--- src/rtl/jtkunio_pcm_pkg.sv ---
// Shared definitions for the PCM sample fetch controller.
// No logic of its own; zero latency.
// No flow control involved.
package jtkunio_pcm_pkg;

    typedef enum logic [1:0] {
        IDLE  = 2'd0,
        FETCH = 2'd1,
        WAIT  = 2'd2,
        PLAY  = 2'd3
    } pcm_state_t;

    localparam logic [1:0] REG_START = 2'd0;
    localparam logic [1:0] REG_END   = 2'd1;
    localparam logic [1:0] REG_BANK  = 2'd2;
    localparam logic [1:0] REG_CMD   = 2'd3;

    // Advance the ROM byte address; only the low 16 bits count, so the bank bit never changes.
    function automatic logic [16:0] bump_addr(input logic [16:0] a);
        return {a[16], a[15:0] + 16'd1};
    endfunction

endpackage

--- src/rtl/jtkunio_pcm_fifo.sv ---
// Two-entry byte buffer: head slot feeds the player, second slot holds the prefetch.
// Push/pop take effect at the clock edge; dout shows the head with zero latency.
// Pushes into a full buffer (without a pop) and pops from an empty one are ignored.
module jtkunio_pcm_fifo #(
    parameter int DW = 8
)(
    input  logic          clk,
    input  logic          rst_n,
    input  logic          flush,
    input  logic          push,
    input  logic [DW-1:0] din,
    input  logic          pop,
    output logic [DW-1:0] dout,
    output logic          full,
    output logic          empty
);

    logic [DW-1:0] head;
    logic [DW-1:0] tail;
    logic [1:0]    cnt;
    logic          push_ok;
    logic          pop_ok;

    assign empty   = (cnt == 2'd0);
    assign full    = (cnt == 2'd2);
    assign dout    = head;
    assign pop_ok  = pop && !empty;
    assign push_ok = push && (!full || pop_ok);

    // Shift-style storage: the head is always the oldest byte.
    always_ff @(posedge clk) begin
        if (!rst_n || flush) begin
            head <= '0;
            tail <= '0;
            cnt  <= 2'd0;
        end else begin
            case ({push_ok, pop_ok})
                2'b10: begin
                    if (cnt == 2'd0) head <= din;
                    else             tail <= din;
                    cnt <= cnt + 2'd1;
                end
                2'b01: begin
                    head <= tail;
                    cnt  <= cnt - 2'd1;
                end
                2'b11: begin
                    if (cnt == 2'd1) begin
                        head <= din;
                    end else begin
                        head <= tail;
                        tail <= din;
                    end
                end
                default: ;
            endcase
        end
    end

endmodule

--- src/rtl/jtkunio_pcm_ctrl.sv ---
// ADPCM sample fetcher: reads ROM bytes between start/end pages and feeds nibbles per vclk.
// Nibble appears the cycle after vclk; first ROM request issues two cycles after a start write.
// pcm_cs holds until pcm_ok; fetching stalls while both buffer slots are full.
module jtkunio_pcm_ctrl
    import jtkunio_pcm_pkg::*;
#(
    parameter int DW = 8,
    parameter int AW = 17
)(
    input  logic          clk,
    input  logic          rst_n,
    input  logic          vclk,
    input  logic          wr,
    input  logic [1:0]    addr,
    input  logic [7:0]    din,
    output logic [AW-1:0] pcm_addr,
    output logic          pcm_cs,
    input  logic [DW-1:0] pcm_data,
    input  logic          pcm_ok,
    output logic [3:0]    adpcm_din,
    output logic          adpcm_rst,
    output logic          busy,
    output logic          underrun
);

    pcm_state_t    state;
    pcm_state_t    state_nx;
    logic [7:0]    start_pg;
    logic [7:0]    end_pg;
    logic          bank;
    logic [16:0]   rd_addr;
    logic [16:0]   end_addr;
    logic          req;
    logic          last_fetched;
    logic          phase;
    logic          cmd_wr;
    logic          start_wr;
    logic          stop_wr;
    logic          accept;
    logic          play_vclk;
    logic          pop;
    logic          last_nib;
    logic [DW-1:0] head;
    logic          full;
    logic          empty;

    // A command write wins over everything else happening in the same cycle.
    assign cmd_wr    = wr && (addr == REG_CMD);
    assign start_wr  = cmd_wr && din[0];
    assign stop_wr   = cmd_wr && !din[0];
    assign accept    = req && pcm_ok && ((state == WAIT) || (state == PLAY)) && !cmd_wr;
    assign play_vclk = vclk && (state == PLAY) && !empty && !cmd_wr;
    assign pop       = play_vclk && phase;
    // Once the end byte is fetched no more pushes come, so a single buffered byte is the end byte.
    assign last_nib  = pop && last_fetched && !full;

    assign pcm_cs   = req;
    assign busy     = (state != IDLE);
    assign pcm_addr = AW'(rd_addr);

    jtkunio_pcm_fifo #(.DW(DW)) u_fifo (
        .clk   (clk),
        .rst_n (rst_n),
        .flush (cmd_wr),
        .push  (accept),
        .din   (pcm_data),
        .pop   (pop),
        .dout  (head),
        .full  (full),
        .empty (empty)
    );

    // State register.
    always_ff @(posedge clk) begin
        if (!rst_n) state <= IDLE;
        else        state <= state_nx;
    end

    // Next state: initial fill goes FETCH -> WAIT -> PLAY; commands override.
    always_comb begin
        state_nx = state;
        case (state)
            IDLE:    state_nx = IDLE;
            FETCH:   state_nx = WAIT;
            WAIT:    if (accept) state_nx = PLAY;
            PLAY:    if (last_nib) state_nx = IDLE;
            default: state_nx = IDLE;
        endcase
        if (start_wr)     state_nx = FETCH;
        else if (stop_wr) state_nx = IDLE;
    end

    // Registers, ROM request/address tracking and nibble output.
    always_ff @(posedge clk) begin
        if (!rst_n) begin
            start_pg     <= 8'h00;
            end_pg       <= 8'h00;
            bank         <= 1'b0;
            rd_addr      <= 17'd0;
            end_addr     <= 17'd0;
            req          <= 1'b0;
            last_fetched <= 1'b0;
            phase        <= 1'b0;
            adpcm_din    <= 4'h0;
            adpcm_rst    <= 1'b1;
            underrun     <= 1'b0;
        end else begin
            if (wr) begin
                case (addr)
                    REG_START: start_pg <= din;
                    REG_END:   end_pg   <= din;
                    REG_BANK:  bank     <= din[0];
                    default:   ;
                endcase
            end
            if (start_wr) begin
                // Dropping req for the FETCH cycle lets any ok left over from an aborted request lapse.
                rd_addr      <= {bank, start_pg, 8'h00};
                end_addr     <= {bank, end_pg, 8'hFF};
                req          <= 1'b0;
                last_fetched <= 1'b0;
                phase        <= 1'b0;
                underrun     <= 1'b0;
                adpcm_rst    <= 1'b0;
            end else if (stop_wr) begin
                req   <= 1'b0;
                phase <= 1'b0;
            end else begin
                if (state == FETCH) begin
                    req <= 1'b1;
                end else if (accept) begin
                    req     <= 1'b0;
                    rd_addr <= bump_addr(rd_addr);
                    if (rd_addr == end_addr) last_fetched <= 1'b1;
                end else if ((state == PLAY) && !req && !full && !last_fetched) begin
                    req <= 1'b1;
                end
                if (play_vclk) begin
                    adpcm_din <= phase ? head[3:0] : head[7:4];
                    phase     <= !phase;
                end
                if (vclk && (state != IDLE) && empty) underrun  <= 1'b1;
                if (vclk && (state == IDLE))          adpcm_rst <= 1'b1;
            end
        end
    end

endmodule

--- config.mk ---
export PLATFORM = sky130hd
export DESIGN_NAME = jtkunio_pcm_ctrl
export DESIGN_NICKNAME = d
export VERILOG_FILES = /design/src/rtl/jtkunio_pcm_pkg.sv /design/src/rtl/jtkunio_pcm_fifo.sv /design/src/rtl/jtkunio_pcm_ctrl.sv
export SDC_FILE = /design/constraint.sdc
export NUM_CORES = 1
export LEC_CHECK = 0
export ABC_AREA = 0
export CAP_MARGIN = 20
export CORE_MARGIN = 2
export CORE_UTILIZATION = 50
export DETAILED_ROUTE_END_ITERATION = 8
export PLACE_DENSITY_LB_ADDON = 0.12
export SKIP_CTS_REPAIR_TIMING = 1
export SYNTH_ARGS = -nofsm -noshare
export SYNTH_HDL_FRONTEND = slang
export SYNTH_SLANG_ARGS = --single-unit
--- constraint.sdc ---
create_clock -name clk -period 2.8 [get_ports clk]
set_clock_uncertainty 0.2 [all_clocks]
set_input_delay 0.28 -clock clk [delete_from_list [all_inputs] [get_ports clk]]
set_output_delay 0.28 -clock clk [all_outputs]
set_load 0.01 [all_outputs]
# --- Word level (Yosys, flattened, before mapping) ---
# Index checks and enable logic that the tools add are counted.
totals:
  elab_cells: 125
  register_bits: 80
  output_inout_bits: 25
  input_bits: 23
op_classes:
  n_reduce_logical: 56
  eq_ne: 21
  addsub: 3
  mux: 23
  bitwise: 4
ops:
  columns: ["operator", "n"]
  rows:
  - ["$mux 16", 3]
  - ["$mux 8", 4]
  - ["$pmux 8 s3", 1]
  - ["$logic_and 1x1->1", 20]
  - ["$eq 17x17->1", 1]
  - ["$mux 17", 1]
  - ["$add 16x1->16 const B", 1]
  - ["$pmux 8 s2", 1]
  - ["$reduce_and 2->1", 8]
  - ["$eq 2x2->1 const B", 7]
  - ["$ne 2x2->1 const B", 6]
  - ["$reduce_and 3->1", 4]
  - ["$reduce_bool 2->1", 5]
  - ["$eq 2x1->1 const B", 4]
  - ["$logic_not 1->1", 8]
  - ["$mux 1", 8]
  - ["$pmux 2 s4", 1]
  - ["$logic_not 2->1", 3]
  - ["$reduce_bool 3->1", 2]
  - ["$mux 2", 2]
  - ["$mux 4", 1]
  - ["$ne 4x3->1 const B", 1]
  - ["$ne 4x4->1 const B", 1]
  - ["$not 1->1", 4]
  - ["8 further kinds", 10]

# --- Logic depth before layout (Yosys ltp) ---
# Gate-level depths: netlist of run 1.
logic_depth:
  word_depth: 11
  ltp_mapped: 8
  ltp_nobuf: 7

# --- By module ---
# A second synthesis of run 1 with hierarchy kept.
hier_totals:
  cells_unflattened: 397
  area_unflattened_um2: 3389.5
modules_own_cells:
  columns: ["module", "n_inst", "seq_area_each_um2", "area_per_inst_um2", "cells_per_inst"]
  rows:
  - ["jtkunio_pcm_ctrl", 1, 1101.1, 2513.7, 303]
  - ["jtkunio_pcm_fifo", 1, 360.3, 875.8, 94]

# --- Least setup slack after synthesis of run 1 ---
# No wires, ideal clock.
synth_timing:
  path_type: "flip-flop to flip-flop"
  start: "register state[1]"
  end: "register u_fifo.head[3], in the netlist u_fifo.dout[3]"
  path_slack_ns: 0.729
  setup_ns: 0.086
  n_path_buf: 1
  period_less_slack_ns: 2.071
  arrival_ns: 1.786
  path_stages_with_launch: 8
  required_ns: 2.514
  path_cell_list: "dfxtp_1 -> ha_1 -> o211ai_4 -> or3b_1 -> a21oi_4 -> buf_4 -> nor2_1 -> a211oi_1"
synth_between:
  elab_chain_cells: 11
  elab_cells_between_ends: 19
  cone_classes: "6 x eq/ne; 1 x mux; 12 x reduce/logical"
synth_lines:
  columns: ["element", "line", "rtl"]
  rows:
  - ["start: declaration", "jtkunio_pcm_ctrl.sv:26", "pcm_state_t state;"]
  - ["start signal: assignment", "jtkunio_pcm_ctrl.sv:76", "else state <= state_nx;"]
  - ["$eq 2x2->1", "jtkunio_pcm_ctrl.sv:51, jtkunio_pcm_ctrl.sv:52", null]
  - ["$logic_and 1x1->1 (3 in a row)", "jtkunio_pcm_ctrl.sv:52", "assign play_vclk = vclk && (state == PLAY) && !empty && !cmd_wr;"]
  - ["$logic_and 1x1->1", "jtkunio_pcm_ctrl.sv:53", "assign pop = play_vclk && phase;"]
  - ["$logic_and 1x1->1", "jtkunio_pcm_fifo.sv:27", "assign pop_ok = pop && !empty;"]
  - ["$logic_or 1x1->1", "jtkunio_pcm_fifo.sv:28", "assign push_ok = push && (!full || pop_ok);"]
  - ["$logic_and 1x1->1", "jtkunio_pcm_fifo.sv:28", null]
  - ["$eq 2x2->1 or $eq 2x1->1 (tied branches)", "jtkunio_pcm_fifo.sv:37", "case ({push_ok, pop_ok})"]
  - ["$ne 2x2->1 (no source line) or $reduce_bool 3->1 (tied branches)", null, null]
  - ["$reduce_and 2->1 (no source line)", null, null]
  - ["end signal: assignment", "jtkunio_pcm_fifo.sv:39", "if (cnt == 2'd0) head <= din;"]
  - ["end signal: assignment", "jtkunio_pcm_fifo.sv:44", "head <= tail;"]
  - ["end signal: assignment", "jtkunio_pcm_fifo.sv:49", "head <= din;"]
  - ["end: declaration", "jtkunio_pcm_fifo.sv:18", "logic [DW-1:0] head;"]
# Parallel ways exist; a longest one is shown, timed or not.
# A chain may end at the register's enable or synchronous reset.

# --- Worst setup path in the final report of run 1 ---
layout_timing:
  start: "register state[1]"
  end: "register u_fifo.head[0], in the netlist u_fifo.dout[0]"
# The elaborated chain is that of the path after synthesis.

==> qor.yml, run 1 <==
worst_pin_slew_ns: 0.661
combPwrFrac_pct: 7.1
fin_total_pwr_mw: 2.06
drv_slew: 0
slew-limit-headroom_pct: 55.8
initial_utilization_pct: 51.3
dieArea_sq_um: 7620
instances_no_fill: 522
overflow: 0
crit_type: "flip-flop to flip-flop"
dp.cells: 507
wl_um: 7710
clockBufferDepth: 2
max_cap_violations: 0
path_clk_slew_ns: 0.08
synth_top_area_cell: "dfxtp_1"
antenna_cells: 0
ys.flop_type: "dfxtp_1"
switching_share_pct: 23.2
final_cell_area_sq_um: 4230
seqCellArea_sq_um: 1460
cts-root-buf: "clkbuf_8"
die_y_um: 87.3
ios: 48
clock_sinks: 73
setup_violations: 0
grt_pass1_vias: 2661
num_rows: 30
pre_cts_ws_ns: 0.357
io_buffers: 47
critPathRequiredTime_ns: 2.85
synthTopCellsByArea: "dfxtp_1 42%, mux2i_1 8.4%, nand2_1 6.2%"
worstHoldPathType: "flip-flop to flip-flop"
core_sq_um: 6760
setup_ws_ns: 0.389
wl_per_cell_um: 14.8
tns_ns: 0
numCtsBuffers: 9
critPathArrivalTime_ns: 2.46
max_freq_mhz: 415
syn_inst: 391
async_reset_ff_share_pct: 0
drtIter0Drc: 239
grt_pass1_wl_um: 12700
worstPathMaxFanout: 16
synth_area_sq_um: 3470
p_leak_nw: 1.57
synth_seq_cells: 73
startpoint_type: "flip-flop"
drive_gt1_share_pct: 8.37
synth_edf_count: 0
place_area_sq_um: 4030
antenna_found_initial: 0
syn_nets: 423
p_int_mw: 1.58
fin_crit_ns: 2.41
status: "completed"
hpwl_um: 5480
power_density_nw_per_um2: 487
final-hold-violation-count: 0
rsz0062_at_grt: "no"
viasPerCell: 5.52
critPathCaptureType: "flip-flop"
min_period_over_period_pct: 86.1
power_switching_mw: 0.477
gp_congestion: 0.804
synthTopCellsByCount: "73 x dfxtp_1, 57 x nand2_1, 38 x nor2_1"
clk_latency_ns: 0.35
vias: 2879
cts_tree: "yes"
yosys_warnings: 0
die_w_um: 87.3
synth_cell_type_count: 55
htreeDepth: 3
num-fill-cells: 613
final_nets: 470
ant_nets: 0
multiInputGateArea_sq_um: 1880
drc: 0
grt_usage_pct: 21.2
p_seq_share_pct: 51.7
yosysMostFrequentCell: "dfxtp_1"
areaGrowthSynthToFinish_pct: 21.9
avgSynthCellArea_sq_um: 8.87
ys_seq_area_share_pct: 42.2
p_clk_share_pct: 41.2
yosys.area.top_type_share_pct: 42.2
ir_worst_vdd_v: 0.000275
drtPass1Iterations: 4
grt_max_degree: 46
[area by class of cell]
| cell class | count | share of cell area, % |
|---|---|---|
| multi-input combinational | 290 | 44.5 |
| timing repair buffer | 56 | 13.0 |
| clock inverter | 4 | 1.21 |
| sequential | 73 | 34.6 |
| tap | 80 | 2.37 |
| inverter | 8 | 0.710 |
| clock buffer | 11 | 3.58 |
[final timing paths]
path,slack [ns],startpoint,end,cells after the start
worst max-delay path,0.39,state[1],u_fifo.dout[0],6
worst min-delay path,0.27,end_pg[6],end_pg[6],2
worst max register to register,0.39,state[1],u_fifo.dout[0],6
worst min register to register,0.27,end_pg[6],end_pg[6],2
[per-stage QoR]
stage / util, % / hold slack (ns)
after detailed placement: 59.6 / 0.259
after global placement: 59.6 / 0.252
after global routing: 62.6 / 0.289
after CTS: 62.6 / 0.270
after floorplan: - / 0.224
final: 62.6 / 0.269
[kinds of logic after synthesis]
group / share of synthesized area [%]
mux: 8.37
simple gates: 21.5
xor+xnor: 4.80
compound gates: 16.4
buf+inv: 3.54
flops: 42.2
fa+ha+maj: 3.25
[flip-flops by register name, summed over array words and instances, names as in the netlist]
signal and flops:
phase 1, end_addr 10, pcm_cs 1, u_fifo.dout 8
bank 1, adpcm_rst 1, start_pg 8, underrun 1
pcm_addr 17, adpcm_din 4, u_fifo.cnt 2, state 2
last_fetched 1, end_pg 8, u_fifo.tail 8
[cell usage in the layout (no fill, tap or decap), drive strengths merged, types with 2 or more instances in the layout]
cell,Yosys,final
o211ai,3,3
xnor2,9,9
nand2,57,57
a21boi,23,23
nor2,39,39
dfxtp,73,73
a21oi,13,13
nand3,10,10
and3,2,2
xor2,10,10
inv,8,9
nor3,9,9
buf,9,9
ha,9,9
and2,5,5
o21ai,13,13
a211oi,10,10
clkdlybuf4s50,0,47
nand4b,2,2
nand4,6,6
or3b,2,2
nor4,5,5
or4,3,3
clkbuf,11,11
a31oi,4,4
o21a,3,3
mux2i,29,29
nor2b,10,10
[power by group through the flow]
stage / Combinational (mW) / Clock (mW) / Sequential (mW)
global placement: 0.143 / 0 / 1.09
global route: 0.158 / 0.915 / 1.07
CTS: 0.146 / 0.873 / 1.06
detailed placement: 0.145 / 0 / 1.09
floorplan: 0.0735 / 0 / 1.09
finish: 0.145 / 0.849 / 1.06
[layer usage]
metal / share of wire [%] / vias to the layer above / global-route usage (%)
li1: - / 1462 / -
met1: 49 / 1333 / 29.6
met3: 4.7 / 10 / 4.45
met4: 1.3 / 0 / 6.29
met2: 45 / 74 / 33.1
met5: 0 / - / 0
[critical path, stage by stage, from the launching register on]
cell and delay [ns]:
dfxtp_1 0.41, ha_1 0.34, o211ai_4 0.17, or3b_1 0.42, a21oi_4 0.42, nor2_1 0.10
a211oi_1 0.25
Note: power is estimated with default switching activity, not from simulation.
==> run 2, diff against run 1 <==
--- a/config.mk
+++ b/config.mk
@@ -9,6 +9,7 @@
 export CAP_MARGIN = 20
 export CORE_MARGIN = 2
 export CORE_UTILIZATION = 50
+export CTS_BUF_LIST = sky130_fd_sc_hd__clkbuf_8
 export DETAILED_ROUTE_END_ITERATION = 8
 export PLACE_DENSITY_LB_ADDON = 0.12
 export SKIP_CTS_REPAIR_TIMING = 1
==> results of run 2 <==
Final layout, timing and power as in run 1 (identical DEF).
